===== config.mk =====
export PLATFORM = sky130hd
export DESIGN_NAME = mips_multiciclo_flat
export DESIGN_NICKNAME = d
export VERILOG_FILES = /design/src/rtl/mips_multiciclo_if.sv /design/src/rtl/mips_multiciclo.sv /design/src/flat_wrapper.sv
export SDC_FILE = /design/constraint.sdc
export NUM_CORES = 2
export LEC_CHECK = 0
export ABC_AREA = 1
export BUFFER_PORTS_ARGS = -buffer_cell sky130_fd_sc_hd__buf_2
export CORE_UTILIZATION = 50
export CTS_CLUSTER_SIZE = 20
export DETAILED_ROUTE_END_ITERATION = 10
export HOLD_SLACK_MARGIN = 0.05
export PLACE_DENSITY = 0.66
export SLEW_MARGIN = 0
export SYNTH_ARGS = -nofsm -noshare
export SYNTH_HDL_FRONTEND = slang
export SYNTH_SLANG_ARGS = --single-unit

===== constraint.sdc =====
create_clock -name clock -period 5.1 [get_ports clock]
set_input_delay 0.255 -clock clock [delete_from_list [all_inputs] [get_ports clock]]
set_output_delay 0.255 -clock clock [all_outputs]
set_load 0.005 [all_outputs]

===== src/rtl/mips_multiciclo_if.sv =====
// Word-addressed memory port shared by the multicycle core (master) and its memory (slave).
// A request is held until the cycle in which mem_ready is seen, and it completes in that cycle.
interface mips_multiciclo_if #(
    parameter int ADDR_W = 10
);
    logic              mem_req;
    logic              mem_we;
    logic [ADDR_W-1:0] mem_addr;
    logic [31:0]       mem_wdata;
    logic [31:0]       mem_rdata;
    logic              mem_ready;

    modport master (
        output mem_req, mem_we, mem_addr, mem_wdata,
        input  mem_rdata, mem_ready
    );

    modport slave (
        input  mem_req, mem_we, mem_addr, mem_wdata,
        output mem_rdata, mem_ready
    );
endinterface


===== src/rtl/mips_multiciclo.sv =====
// Multicycle MIPS subset core (add/sub/and/or/slt, lw, sw, addi, beq, j) with one unified memory port.
// All bus outputs are registered; they are set up on the edge that enters FETCH or MEM.
module mips_multiciclo #(
    parameter int          ADDR_W       = 10,
    parameter logic [31:0] RESET_PC     = 32'h0000_0000,
    parameter bit          SUPPORT_ADDI = 1'b1
) (
    input  logic                clock,
    input  logic                reset_n,
    mips_multiciclo_if.master   mem,
    output logic [31:0]         pc_out,
    output logic                halted
);
    localparam logic [5:0] OP_RTYPE = 6'h00;
    localparam logic [5:0] OP_J     = 6'h02;
    localparam logic [5:0] OP_BEQ   = 6'h04;
    localparam logic [5:0] OP_ADDI  = 6'h08;
    localparam logic [5:0] OP_LW    = 6'h23;
    localparam logic [5:0] OP_SW    = 6'h2B;

    typedef enum logic [2:0] {FETCH, DECODE, EXEC, MEM, WB, HALT} state_t;

    state_t      state;
    logic [31:0] pc;
    logic [31:0] ir;
    logic [31:0] a;
    logic [31:0] b;
    logic [31:0] alu_out;
    logic [31:0] mdr;
    logic [31:0] rf [32];
    logic [4:0]  dest;

    logic [5:0]  opcode;
    logic [4:0]  rs;
    logic [4:0]  rt;
    logic [4:0]  rd;
    logic [5:0]  funct;
    logic [31:0] imm_ext;
    logic [31:0] eff_addr;
    logic [31:0] branch_pc;
    logic [31:0] jump_pc;
    logic [31:0] r_result;
    logic        r_valid;

    assign opcode    = ir[31:26];
    assign rs        = ir[25:21];
    assign rt        = ir[20:16];
    assign rd        = ir[15:11];
    assign funct     = ir[5:0];
    assign imm_ext   = {{16{ir[15]}}, ir[15:0]};
    assign eff_addr  = a + imm_ext;
    assign branch_pc = (a == b) ? alu_out : pc;
    assign jump_pc   = {pc[31:28], ir[25:0], 2'b00};
    assign pc_out    = pc;

    always_comb begin
        r_result = '0;
        r_valid  = 1'b1;
        case (funct)
            6'h20:   r_result = a + b;
            6'h22:   r_result = a - b;
            6'h24:   r_result = a & b;
            6'h25:   r_result = a | b;
            6'h2A:   r_result = {31'b0, ($signed(a) < $signed(b))};
            default: r_valid  = 1'b0;
        endcase
    end

    // The first FETCH after reset spends one cycle raising mem_req, since the bus outputs are registers.
    always_ff @(posedge clock or negedge reset_n) begin
        if (!reset_n) begin
            state         <= FETCH;
            pc            <= RESET_PC;
            ir            <= '0;
            a             <= '0;
            b             <= '0;
            alu_out       <= '0;
            mdr           <= '0;
            dest          <= '0;
            halted        <= 1'b0;
            mem.mem_req   <= 1'b0;
            mem.mem_we    <= 1'b0;
            mem.mem_addr  <= '0;
            mem.mem_wdata <= '0;
            for (int i = 0; i < 32; i++) begin
                rf[i] <= '0;
            end
        end else begin
            case (state)
                FETCH: begin
                    if (!mem.mem_req) begin
                        mem.mem_req  <= 1'b1;
                        mem.mem_we   <= 1'b0;
                        mem.mem_addr <= pc[ADDR_W+1:2];
                    end else if (mem.mem_ready) begin
                        ir          <= mem.mem_rdata;
                        pc          <= pc + 32'd4;
                        mem.mem_req <= 1'b0;
                        state       <= DECODE;
                    end
                end
                DECODE: begin
                    a       <= rf[rs];
                    b       <= rf[rt];
                    alu_out <= pc + {imm_ext[29:0], 2'b00};
                    state   <= EXEC;
                end
                EXEC: begin
                    case (opcode)
                        OP_RTYPE: begin
                            if (r_valid) begin
                                alu_out <= r_result;
                                dest    <= rd;
                                state   <= WB;
                            end else begin
                                halted <= 1'b1;
                                state  <= HALT;
                            end
                        end
                        OP_LW, OP_SW: begin
                            alu_out       <= eff_addr;
                            mem.mem_req   <= 1'b1;
                            mem.mem_we    <= (opcode == OP_SW);
                            mem.mem_addr  <= eff_addr[ADDR_W+1:2];
                            mem.mem_wdata <= b;
                            state         <= MEM;
                        end
                        OP_ADDI: begin
                            if (SUPPORT_ADDI) begin
                                alu_out <= eff_addr;
                                dest    <= rt;
                                state   <= WB;
                            end else begin
                                halted <= 1'b1;
                                state  <= HALT;
                            end
                        end
                        OP_BEQ: begin
                            pc           <= branch_pc;
                            mem.mem_req  <= 1'b1;
                            mem.mem_we   <= 1'b0;
                            mem.mem_addr <= branch_pc[ADDR_W+1:2];
                            state        <= FETCH;
                        end
                        OP_J: begin
                            pc           <= jump_pc;
                            mem.mem_req  <= 1'b1;
                            mem.mem_we   <= 1'b0;
                            mem.mem_addr <= jump_pc[ADDR_W+1:2];
                            state        <= FETCH;
                        end
                        default: begin
                            halted <= 1'b1;
                            state  <= HALT;
                        end
                    endcase
                end
                MEM: begin
                    // A completed store chains straight into the next fetch without dropping mem_req.
                    if (mem.mem_ready) begin
                        if (mem.mem_we) begin
                            mem.mem_we   <= 1'b0;
                            mem.mem_addr <= pc[ADDR_W+1:2];
                            state        <= FETCH;
                        end else begin
                            mdr         <= mem.mem_rdata;
                            dest        <= rt;
                            mem.mem_req <= 1'b0;
                            state       <= WB;
                        end
                    end
                end
                WB: begin
                    if (dest != 5'd0) begin
                        rf[dest] <= (opcode == OP_LW) ? mdr : alu_out;
                    end
                    mem.mem_req  <= 1'b1;
                    mem.mem_we   <= 1'b0;
                    mem.mem_addr <= pc[ADDR_W+1:2];
                    state        <= FETCH;
                end
                HALT: begin
                end
                default: begin
                    halted      <= 1'b1;
                    mem.mem_req <= 1'b0;
                    state       <= HALT;
                end
            endcase
        end
    end
endmodule

===== src/flat_wrapper.sv =====
// flat-port wrapper written by rule: the top's interface ports become plain ports
module mips_multiciclo_flat 
#(
    parameter int          ADDR_W       = 10,
    parameter logic [31:0] RESET_PC     = 32'h0000_0000,
    parameter bit          SUPPORT_ADDI = 1'b1
)
  (clock, reset_n, pc_out, halted, mem_mem_req, mem_mem_we, mem_mem_addr, mem_mem_wdata, mem_mem_rdata, mem_mem_ready);
  mips_multiciclo_if #(.ADDR_W(ADDR_W)) mem_i ();
  input  logic clock;
  input  logic reset_n;
  output logic [31:0] pc_out;
  output logic halted;
  output wire logic [$bits(mem_i.mem_req)-1:0] mem_mem_req;
  output wire logic [$bits(mem_i.mem_we)-1:0] mem_mem_we;
  output wire logic [$bits(mem_i.mem_addr)-1:0] mem_mem_addr;
  output wire logic [$bits(mem_i.mem_wdata)-1:0] mem_mem_wdata;
  input wire logic [$bits(mem_i.mem_rdata)-1:0] mem_mem_rdata;
  input wire logic [$bits(mem_i.mem_ready)-1:0] mem_mem_ready;
  assign mem_mem_req = mem_i.mem_req;
  assign mem_mem_we = mem_i.mem_we;
  assign mem_mem_addr = mem_i.mem_addr;
  assign mem_mem_wdata = mem_i.mem_wdata;
  assign mem_i.mem_rdata = mem_mem_rdata;
  assign mem_i.mem_ready = mem_mem_ready;
  mips_multiciclo #(.ADDR_W(ADDR_W), .RESET_PC(RESET_PC), .SUPPORT_ADDI(SUPPORT_ADDI)) u_core (.clock(clock), .reset_n(reset_n), .mem(mem_i), .pc_out(pc_out), .halted(halted));
endmodule

==> metrics.txt <==
status finished clean; share of cells above drive strength 1 6.81%; biggest area consumer among synthesized cells dfrtp_1; RSZ-0062 raised after global routing false; GP Congestion 1.03; CTS tree yes; Critical Path RT 5.82 ns; Area contributors post-synth dfrtp_1 42%, o21ai_0 13%, nor2_1 8.9%, nand2_1 7.8%, a21oi_1 6.3%; initial antenna violation count 21; Fillers 14300; commonest non-fill, non-tap cells in the layout 1893 x o21ai_0, 1773 x nor2_1, 1561 x nand2_1; Setup crit end kind flop; DRC viols 0; R2R cell count 13; htree depth 4; vias in the first global route 71800; peak supply drop 0.441 mV; Final ANT Viol Nets 0; CTS max path bufs 3; latest clock arrival within the worst-skew pair 0.82 ns; register bit count reported by yosys 1269; Hold/Removal Path Class input port to async pin; Synth top area share 42.2%; IO buf count 111; post-DP HPWL 212000 um; fraction of registers with async set or reset after synthesis 100%; Initial Util 50.3%; Reg clk slew, reported paths 0.06 ns; CTS Root Cell clkbuf_16; max-slew violations 0; Clk network pwr share 17.6%; worst-margin pin slew 1.36 ns; Worst EP arrival 5.22 ns; Final setup viols 0; buffer count from post-CTS setup fixing 0; CP Class flop to flop; first-pass GRT wire length 478000 um; final critical-path setup slack 0.607 ns; Via Count 78000; Net Sw Frac 52.6%; max cap viols 0; Setup TNS 0 ns; die area 152000 um^2; floorplan row count 142; drt wl/cell 26.9 um; Startpoint Class flop; Reg power frac 27.1%; total grt overflow 0; largest net degree at the start of global routing 158; Hold-fix buffers, CTS 34; Fin. Hold Viols 0; Total Wirelength 327000 um; top_reg_cell synth dfrtp_1; minimum clock period 4.49 ns; Lkg Pwr 36.9 nW; P_int 29.6 mW; Max transition margin 8.46%; layout net count 10200; Syn Area/Cell 7.25 um^2; synth unique cells 62; most common cell after layout, fill and taps aside o21ai_0; die height 390 um; P per Cell Area 760 nW/um^2; Synth Instances 10400; clk sinks 1269; number of synthesis warnings 0; worst-path maximum fanout 22; area of the mapped netlist 75300 um^2; skew final 0.0302 ns; initial drt markers 11200; DRT Pass-1 Iters 10; Core Area 150000 um^2; DIE WIDTH 390 um; dpl ws 0.875 ns; Tot GR Track Use 42.0%; Layout area overhead 9.07%; P_sw 32.8 mW; Synth Net Count 10600; post-DR vias/cell 6.42; Fmax achieved 0.223 GHz; final worst path period share 88.1%; cts bufs inserted 146; Comb pwr share 55.3%; EDFF count, synth 0; sequential area share after synthesis 42.2%; post-CTS sizing 0; I/O Pins 112
-- worst max-delay path, cell delays in order (launching register included) --
cell and delay, ns:
dfrtp_1 0.80, inv_1 0.53, ha_1 0.61, nor2_2 0.21
nand2_1 0.17, nor3_4 0.27, nand3_1 0.24, nor2_4 0.53
nand2_2 0.18, nor2_2 0.31, nand2_1 0.16, o311ai_1 0.13
a21oi_1 0.08, a21oi_1 0.16
-- flip-flops by register name (all words and copies together) (netlist names) --
| signal | flops |
|---|---|
| u_core.pc_out | 32 |
| u_core.rf | 1024 |
| u_core.b | 32 |
| u_core.halted | 1 |
| u_core.mem.mem_wdata | 32 |
| u_core.mem.mem_req | 1 |
| u_core.dest | 5 |
| u_core.alu_out | 32 |
| u_core.mem.mem_addr | 10 |
| u_core.a | 32 |
| u_core.mem.mem_we | 1 |
| u_core.mdr | 32 |
| u_core.state | 3 |
| u_core.ir | 32 |
-- path summary, 6_finish.rpt --
| check | from | end | slack (ns) |
|---|---|---|---|
| setup / recovery | u_core.a[23]$_DFFE_PN0P_ | u_core.pc_out[27]$_DFFE_PN0P_ | 0.61 |
| hold / removal | reset_n | u_core.rf[965]$_DFFE_PN0P_ | 0.03 |
| setup reg to reg | u_core.a[23]$_DFFE_PN0P_ | u_core.pc_out[27]$_DFFE_PN0P_ | 0.61 |
| hold reg to reg | u_core.rf[992]$_DFFE_PN0P_ | u_core.rf[992]$_DFFE_PN0P_ | 0.40 |
| max in group asynchronous | reset_n | u_core.a[23]$_DFFE_PN0P_ | 3.38 |
| min in group clock | mem_mem_rdata[7] | u_core.mdr[7]$_DFFE_PN0P_ | 0.25 |
-- through the flow --
step	util, %	instance area (um^2)	std cells	hold slack [ns]	power (mW)
5_1_grt	54.9	82200	12200	0.105	65.6
4_1_cts	54.8	82200	12200	0.0881	61.0
3_3_place_gp	51.3	76900	11900	0.328	49.6
6_report	54.9	82200	12200	0.0256	62.4
3_5_place_dp	51.3	76900	11900	0.334	50.0
2_1_floorplan	-	75300	10400	-0.0406	37.2
-- power by group through the flow --
stage          combinational [mW]  sequential (mW)  clock, mW
6_report                     34.5             16.9       11.0
5_1_grt                      37.0             17.2       11.4
2_1_floorplan                21.9             15.3          0
3_3_place_gp                 32.9             16.8          0
3_5_place_dp                 33.2             16.8          0
4_1_cts                      33.3             16.7       11.0
-- metal layers --
layer  global-route usage, %  vias up  wire, um  share of wire, %
met5                       0        -       169             0.052
met4                    23.9       20     20800               6.4
met3                    10.9     1081     39500                12
met2                    61.8     5162    140000                43
met1                    55.9    37300    127000                39
li1                        -    34400         -                 -
-- synthesized netlist by cell type, drive strengths merged, types with 5 or more instances --
cell and n:
a21o 6, o22ai 431, o21ai 1954, a32o 21, buf 294, o311ai 25
o221ai 54, xor2 29, o31ai 7, ha 172, nor3 70, o21a 59
a21oi 942, nor4 14, xnor2 15, o21bai 26, o211ai 70, nand4 39
nand2 1584, clkbuf 543, nand3 235, a31oi 19, dfrtp 1269, nand3b 21
and2 5, nor2 1810, mux2 28, o32ai 20, or2 9, a22oi 7
inv 581
-- cell families after synthesis --
kind of cell	synth area share, %
buf+inv	7.55
fa+ha+maj	2.96
simple gates	20.0
xor+xnor	0.512
mux	0.419
flops	42.2
compound gates	26.4
-- layout make-up --
class	instances	area (um^2)	share of cell area, %
Timing Repair Buffer	320	2640	3.21
Clock inverter	45	544	0.662
Multi-Input combinational cell	7695	38100	46.3
Sequential cell	1269	31800	38.7
Antenna cell	7	17.5	0.0213
Inverter	585	2230	2.72
Tap cell	2016	2520	3.07
Clock buffer	222	4380	5.33
No activity file was read; power rests on OpenSTA's default activity.
